## src/rtl/seq_ctrl.sv

```systemverilog
// Programmable sequence controller: plays table entries 0..len for a counted
// number of passes (or until halt), with IDLE-only config writes.
module seq_ctrl #(
    parameter  int W     = 3,
    parameter  int DEPTH = 8,
    parameter  int CNT_W = 8,
    localparam int AW    = $clog2(DEPTH)
) (
    input  logic             clk,
    input  logic             rst,
    input  logic             start,
    input  logic [CNT_W-1:0] loops,
    input  logic             halt,
    input  logic             cfg_we,
    input  logic [AW-1:0]    cfg_addr,
    input  logic [W-1:0]     cfg_data,
    input  logic             cfg_len_we,
    input  logic [AW-1:0]    cfg_len,
    output logic [W-1:0]     out,
    output logic             out_valid,
    output logic             busy,
    output logic             done,
    output logic             cfg_err
);

    typedef enum logic [1:0] {S_IDLE, S_RUN, S_DONE} state_t;

    state_t           r_state, w_state_nxt;
    logic [W-1:0]     r_table [DEPTH];
    logic [AW-1:0]    r_len;
    logic [AW-1:0]    r_idx, w_idx_nxt, w_idx_inc;
    logic [CNT_W-1:0] r_rem, w_rem_nxt;
    logic             r_forever, w_forever_nxt;
    logic [W-1:0]     r_out, w_out_nxt;
    logic             r_out_valid, w_out_valid_nxt;
    logic             r_done, w_done_nxt;
    logic             r_cfg_err;
    logic             w_last, w_cfg_req, w_cfg_ok;

    assign w_idx_inc = r_idx + AW'(1);
    assign w_last    = (r_idx >= r_len);
    assign w_cfg_req = cfg_we | cfg_len_we;
    // Config is only safe when nothing is playing and no run is being launched.
    assign w_cfg_ok  = (r_state == S_IDLE) && !start;

    always_ff @(posedge clk or posedge rst) begin
        if (rst) r_state <= S_IDLE;
        else     r_state <= w_state_nxt;
    end

    always_comb begin
        w_state_nxt = r_state;
        case (r_state)
            S_IDLE: if (start) w_state_nxt = S_RUN;
            S_RUN: begin
                if (halt)
                    w_state_nxt = S_IDLE;
                else if (w_last && !r_forever && r_rem <= CNT_W'(1))
                    w_state_nxt = S_DONE;
            end
            S_DONE:  w_state_nxt = S_IDLE;
            default: w_state_nxt = S_IDLE;
        endcase
    end

    always_comb begin
        w_out_nxt       = r_out;
        w_out_valid_nxt = r_out_valid;
        w_idx_nxt       = r_idx;
        w_rem_nxt       = r_rem;
        w_forever_nxt   = r_forever;
        w_done_nxt      = 1'b0;
        case (r_state)
            S_IDLE: begin
                w_out_nxt       = '0;
                w_out_valid_nxt = 1'b0;
                if (start) begin
                    w_rem_nxt       = loops;
                    w_forever_nxt   = (loops == '0);
                    w_idx_nxt       = '0;
                    w_out_nxt       = r_table[0];
                    w_out_valid_nxt = 1'b1;
                end
            end
            S_RUN: begin
                if (halt) begin
                    w_out_nxt       = '0;
                    w_out_valid_nxt = 1'b0;
                end else if (!w_last) begin
                    w_idx_nxt = w_idx_inc;
                    w_out_nxt = r_table[w_idx_inc];
                end else if (r_forever || r_rem > CNT_W'(1)) begin
                    w_idx_nxt = '0;
                    w_out_nxt = r_table[0];
                    if (!r_forever) w_rem_nxt = r_rem - CNT_W'(1);
                end else begin
                    w_out_nxt       = '0;
                    w_out_valid_nxt = 1'b0;
                    w_done_nxt      = 1'b1;
                end
            end
            default: begin
                w_out_nxt       = '0;
                w_out_valid_nxt = 1'b0;
            end
        endcase
    end

    always_ff @(posedge clk or posedge rst) begin
        if (rst) begin
            r_out       <= '0;
            r_out_valid <= 1'b0;
            r_done      <= 1'b0;
            r_idx       <= '0;
            r_rem       <= '0;
            r_forever   <= 1'b0;
            r_cfg_err   <= 1'b0;
        end else begin
            r_out       <= w_out_nxt;
            r_out_valid <= w_out_valid_nxt;
            r_done      <= w_done_nxt;
            r_idx       <= w_idx_nxt;
            r_rem       <= w_rem_nxt;
            r_forever   <= w_forever_nxt;
            r_cfg_err   <= w_cfg_req && !w_cfg_ok;
        end
    end

    // Reset contents reproduce the legacy 000,010,011,101 generator.
    always_ff @(posedge clk or posedge rst) begin
        if (rst) begin
            for (int i = 0; i < DEPTH; i++) r_table[i] <= '0;
            r_table[1] <= W'(2);
            r_table[2] <= W'(3);
            r_table[3] <= W'(5);
            r_len      <= AW'(3);
        end else if (w_cfg_ok) begin
            if (cfg_we)     r_table[cfg_addr] <= cfg_data;
            if (cfg_len_we) r_len             <= cfg_len;
        end
    end

    assign out       = r_out;
    assign out_valid = r_out_valid;
    assign busy      = (r_state != S_IDLE);
    assign done      = r_done;
    assign cfg_err   = r_cfg_err;

endmodule

```

## config.mk

```make
export PLATFORM = sky130hd
export DESIGN_NAME = seq_ctrl
export DESIGN_NICKNAME = d
export VERILOG_FILES = /design/src/rtl/seq_ctrl.sv
export SDC_FILE = /design/constraint.sdc
export NUM_CORES = 1
export LEC_CHECK = 0
export CORE_ASPECT_RATIO = 1.25
export CORE_UTILIZATION = 50
export CTS_CLUSTER_SIZE = 8
export DETAILED_ROUTE_END_ITERATION = 12
export PLACE_DENSITY = 0.75
export SLEW_MARGIN = 20
export SYNTH_ARGS = -nofsm -noshare
export SYNTH_HDL_FRONTEND = slang
export SYNTH_SLANG_ARGS = --single-unit
```

## constraint.sdc

```tcl
create_clock -name clk -period 1.7 [get_ports clk]
set_input_delay 0.34 -clock clk [delete_from_list [all_inputs] [get_ports clk]]
set_output_delay 0.34 -clock clk [all_outputs]
set_load 0.1 [all_outputs]
```

* Word-level counts from Yosys, hierarchy flattened
Index checks and enable logic that the tools add are counted.
Storage, ports and cells: bits of input ports 23, logic and storage cells 93, bits in registers 47, output and inout bits 7
Cells by class: reductions and logical operators 20, multiplexer cells 35, add/subtract/negate cells 2, order comparisons 6, equal/unequal tests 10, bitwise logic cells 3
Operators by type and width (number):
- 8-bit two-way mux | 5
- 3-bit two-way mux | 11
- 24-bit bitwise mux | 1
- 8-bit one-hot mux with 2 select lines | 1
- 3-bit != test, second input constant | 4
- 3-bit one-hot mux with 2 select lines | 2
- 2-bit != test, second input constant | 5
- 2-bit AND reduction | 5
- 3-bit binary-select mux with 3-bit select | 1
- 3-bit demux with 3-bit select | 1
- 4-bit >= comparator, second input constant | 2
- 8-bit by 1-bit > comparator with 1-bit output, second input constant | 1
- 8-bit by 1-bit less-or-equal comparator with 1-bit output, second input constant | 1
- 8-bit logical NOT | 1
- 1-bit two-way mux | 8
- 3-bit NOT with 4-bit output | 2
- 8-bit by 1-bit subtractor with 8-bit output, second input constant | 1
- 2-bit two-way mux | 3
- 6-bit AND reduction | 1
- 1-bit logical AND | 5
- 4-bit by 1-bit < comparator with 1-bit output, second input constant | 1
- 2-bit one-hot mux with 2 select lines | 1
- 4-bit AND reduction | 1
- 2-bit nonzero test | 2
- other kinds (8) | 10

* Depth between registers and ports, before layout
depth in word-level cells 8, mapped depth 7, gate-level depth less buffers 6

* Worst setup path after synthesis
Ideal clock, no wire load.
kind reg2reg, start register r_idx[0], end register r_rem[3], library setup time 104 ps, buffers on the path 1, stages on the path, launching flop included 8, arrival time 1712 ps, data required time 1596 ps, path slack -116 ps, cells stage by stage dfrtp_1 -> buf_2 -> inv_1 -> ha_1 -> nor2b_1 -> o21ai_1 -> a21oi_1 -> a221oi_1
On the way: longest elaborated chain between the ends 3
Ends and longest elaborated chain:
- start: declaration | line 31 | logic [AW-1:0] r_idx, w_idx_nxt, w_idx_inc;
- start signal: assignment | line 122 | r_idx <= w_idx_nxt;
- 3-bit >= comparator | line 41 | assign w_last = (r_idx >= r_len);
- 2-bit != test (no source line)
- 6-bit AND reduction (no source line)
- end signal: assignment | line 123 | r_rem <= w_rem_nxt;
- end: declaration | line 32 | logic [CNT_W-1:0] r_rem, w_rem_nxt;
No other way between the ends. A chain may end at the register's enable or synchronous reset.

* Worst setup path after layout
start register r_rem[5], end register r_out[1] (netlist: out[1])
On the way: longest elaborated chain between the ends 6
Ends and longest elaborated chain:
- 8-bit by 1-bit > comparator with 1-bit output | line 92 | end else if (r_forever || r_rem > CNT_W'(1)) begin
- 1-bit logical OR | line 92
- 3-bit two-way mux | line 92
- 3-bit two-way mux | line 89 | end else if (!w_last) begin
- 3-bit two-way mux | line 86 | if (halt) begin
- 3-bit one-hot mux with 2 select lines | line 73 | case (r_state)
- named net w_out_nxt[1] | line 34 | logic [W-1:0] r_out, w_out_nxt;
- end signal: assignment | line 119 | r_out <= w_out_nxt;
- end: declaration | line 34
The timed path passes the listed nets, and every way through them passes these cells.

==> results.cfg <==
[layout]
drive_gt1_share_pct = 44.6
final_cells = 356
n_fill_cell = 338
syn_to_final_growth_pct = 38.3
finalNetCount = 324
antennaDiodeCount = 0

[run_status]
violations = negative setup slack
status = finished, violations left

[grt]
grt_pass1_wl_um = 9880
grt_max_degree = 48
overflow = 0
grt_use_total_pct = 24.9
grt_antenna_before_repair = 0
grt_pass1_vias = 2100

[timing]
max_freq_ghz = 0.578
clock_skew_ns = 0.00746
min_period_ns = 1.73
fin_ws_ns = -0.0313
slew_viol_final = 0
setup_violations = 7
rsz0062_at_grt = true
hold_violations = 0
post-route-period-util_pct = 102
slew-limit-headroom_pct = 68.4
tightestPinTransition_ns = 0.471

[floorplan]
row_count = 28
initial_core_util_pct = 53.2
die_w_um = 66.2
die_area_sq_mm = 0.00544
ioPinCount = 30
core_area_sq_mm = 0.00483
die_height_um = 82.2

[synth]
synth_commonest_cells = dfrtp_1, mux2_2, inv_1
syn_inst = 229
synth.distinct_cells = 50
netlist_top_cells_area = dfrtp_1, mux2_2, dfstp_2
ys_warn_count = 0
synth_seq_cells = 47
syn_nets = 258
synthFlopType = dfrtp_1
synth_edf_count = 0
yosysSeqAreaShare_pct = 46.1
netlist_area_sq_mm = 0.00257
avgSynthCellArea_sq_um = 11.2
synth_most_common_cell = dfrtp_1
synth_top_cell_area_share_pct = 38.9
yosysTopAreaCell = dfrtp_1
synth-async-reset-ratio_pct = 100

[critical_path]
cp.arrival_ns = 1.92
setup.worst_path.class = reg2reg
ff2ff_setup_slack_ns = -0.03
rr_endpoint = out[1]
cp_data_required_time_ns = 1.89
r2r-start = r_rem[5]
crit_path_end_kind = flip-flop
crit_fanout = 3
worstRegToRegCells = 5
critPathLaunchType = flip-flop

[pwr]
fin_total_pwr_mw = 5.70
power_density_mw_per_mm2 = 1600
p_leak_nw = 1.54
ir_drop_mv = 0.901

[clock_tree]
cts_sinks = 47
numCtsBuffers = 5
cts_root_buf = clkbuf_8
clock_latency_ns = 0.31
tritoncts = done
cts.clk_slew.worst_paths_ns = 0.09
htreeDepth = 2
cts.path.max_buffers = 2

[placed_design]
place_inst = 345
hpwlAfterDp_um = 4590
io_buffers = 29
dpl_worst_slack_ns = -0.355
gp_congestion = 0.927

[detailed_routing]
wirelength_um = 6440
first_pass_iters = 4
vias = 2077
routedWlPerCell_um = 18.1
drt-initial-drc-count = 186
drc_errors = 0
drtAntennaViolNets = 0
avgViaCountPerCell = 5.83

[worst_hold_path]
hold_class = in2async

[job]
cap_viol_max_count = 0
-- area by class of cell --
type | instances | area [sq um] | share of cell area [%]
clock inverter | 3 | 43.8 | 1.23
inverter | 17 | 63.8 | 1.79
multi-input combinational | 158 | 1470 | 41.4
timing repair buffer | 66 | 649 | 18.2
tap | 60 | 75.1 | 2.11
sequential | 47 | 1180 | 33.3
clock buffer | 5 | 68.8 | 1.93
-- logic make-up after synthesis --
logic type | synth area share (%)
muxes | 19.0
buffers and inverters | 4.62
AOI/OAI and AO/OA | 12.3
DFF | 46.1
and+or+nand+nor | 15.1
adders and majority gates | 2.92
-- critical path: stages, from the launching register on --
cell	delay (ns)
dfrtp_1	0.43
nor4_4	0.36
nand4_1	0.29
buf_4	0.23
a21boi_2	0.19
o22ai_1	0.12
-- flip-flops by register name, summed over array words and instances (netlist names) --
signal / cells
done: 1
out: 3
r_forever: 1
r_idx: 3
r_len: 3
r_rem: 8
r_state: 2
out_valid: 1
cfg_err: 1
r_table: 24
-- layout by cell type (no fill, tap or decap), types with 7 or more instances in the layout --
cell type	instances
dfstp_2	7
buf_12	8
buf_4	36
inv_1	13
o21ai_0	8
nor2_1	9
dfrtp_1	40
nand2_1	10
mux2_2	23
clkdlybuf4s50_1	21
a21oi_1	13
-- metrics by stage --
step                hold WS, ns  utilization (%)  setup TNS (ns)  cell area, sq um
global route              0.439             73.6           -1.58              3560
global placement          0.483             67.1           -7.63              3240
detailed placement        0.492             67.1           -9.86              3240
finish                    0.380             73.6          -0.128              3560
CTS                       0.391             70.0          -0.357              3390
floorplan                 0.465                -               0              2590
-- routing by layer --
layer  global-route usage [%]  part of all wire [%]
met1                     29.8                    40
met4                     12.3                   3.0
met5                        0                     0
met2                     43.1                    54
met3                     4.26                   3.1
-- power breakdown --
group	switching, mW	internal (mW)	leakage [nW]
Combinational	1.56	1.51	0.900
Sequential	0.310	1.49	0.578
Clock	0.391	0.438	0.0581
-- how the worst max path moves through the flow --
stage | startpoint | end | slack [ns] | depth (start not counted)
6_report | r_rem[5] | out[1] | -0.03 | 5
5_1_grt | r_rem[0] | r_rem[4] | -0.11 | 6
4_1_cts | r_len[1] | r_rem[1] | -0.06 | 6
3_5_place_dp | start | r_table[17] | -0.35 | 5
3_3_place_gp | start | r_table[11] | -0.28 | 5
2_1_floorplan | r_rem[0] | r_rem[2] | 0.008 | 6
-- repair_timing --
item,CTS,global route
endpoints found under the setup margin,20,35
setup buffers,0,2
cloned,0,1
hold buffers,0,0
gates resized for setup,9,32
pin swaps,6,17
(Power assumes the default switching activity.)
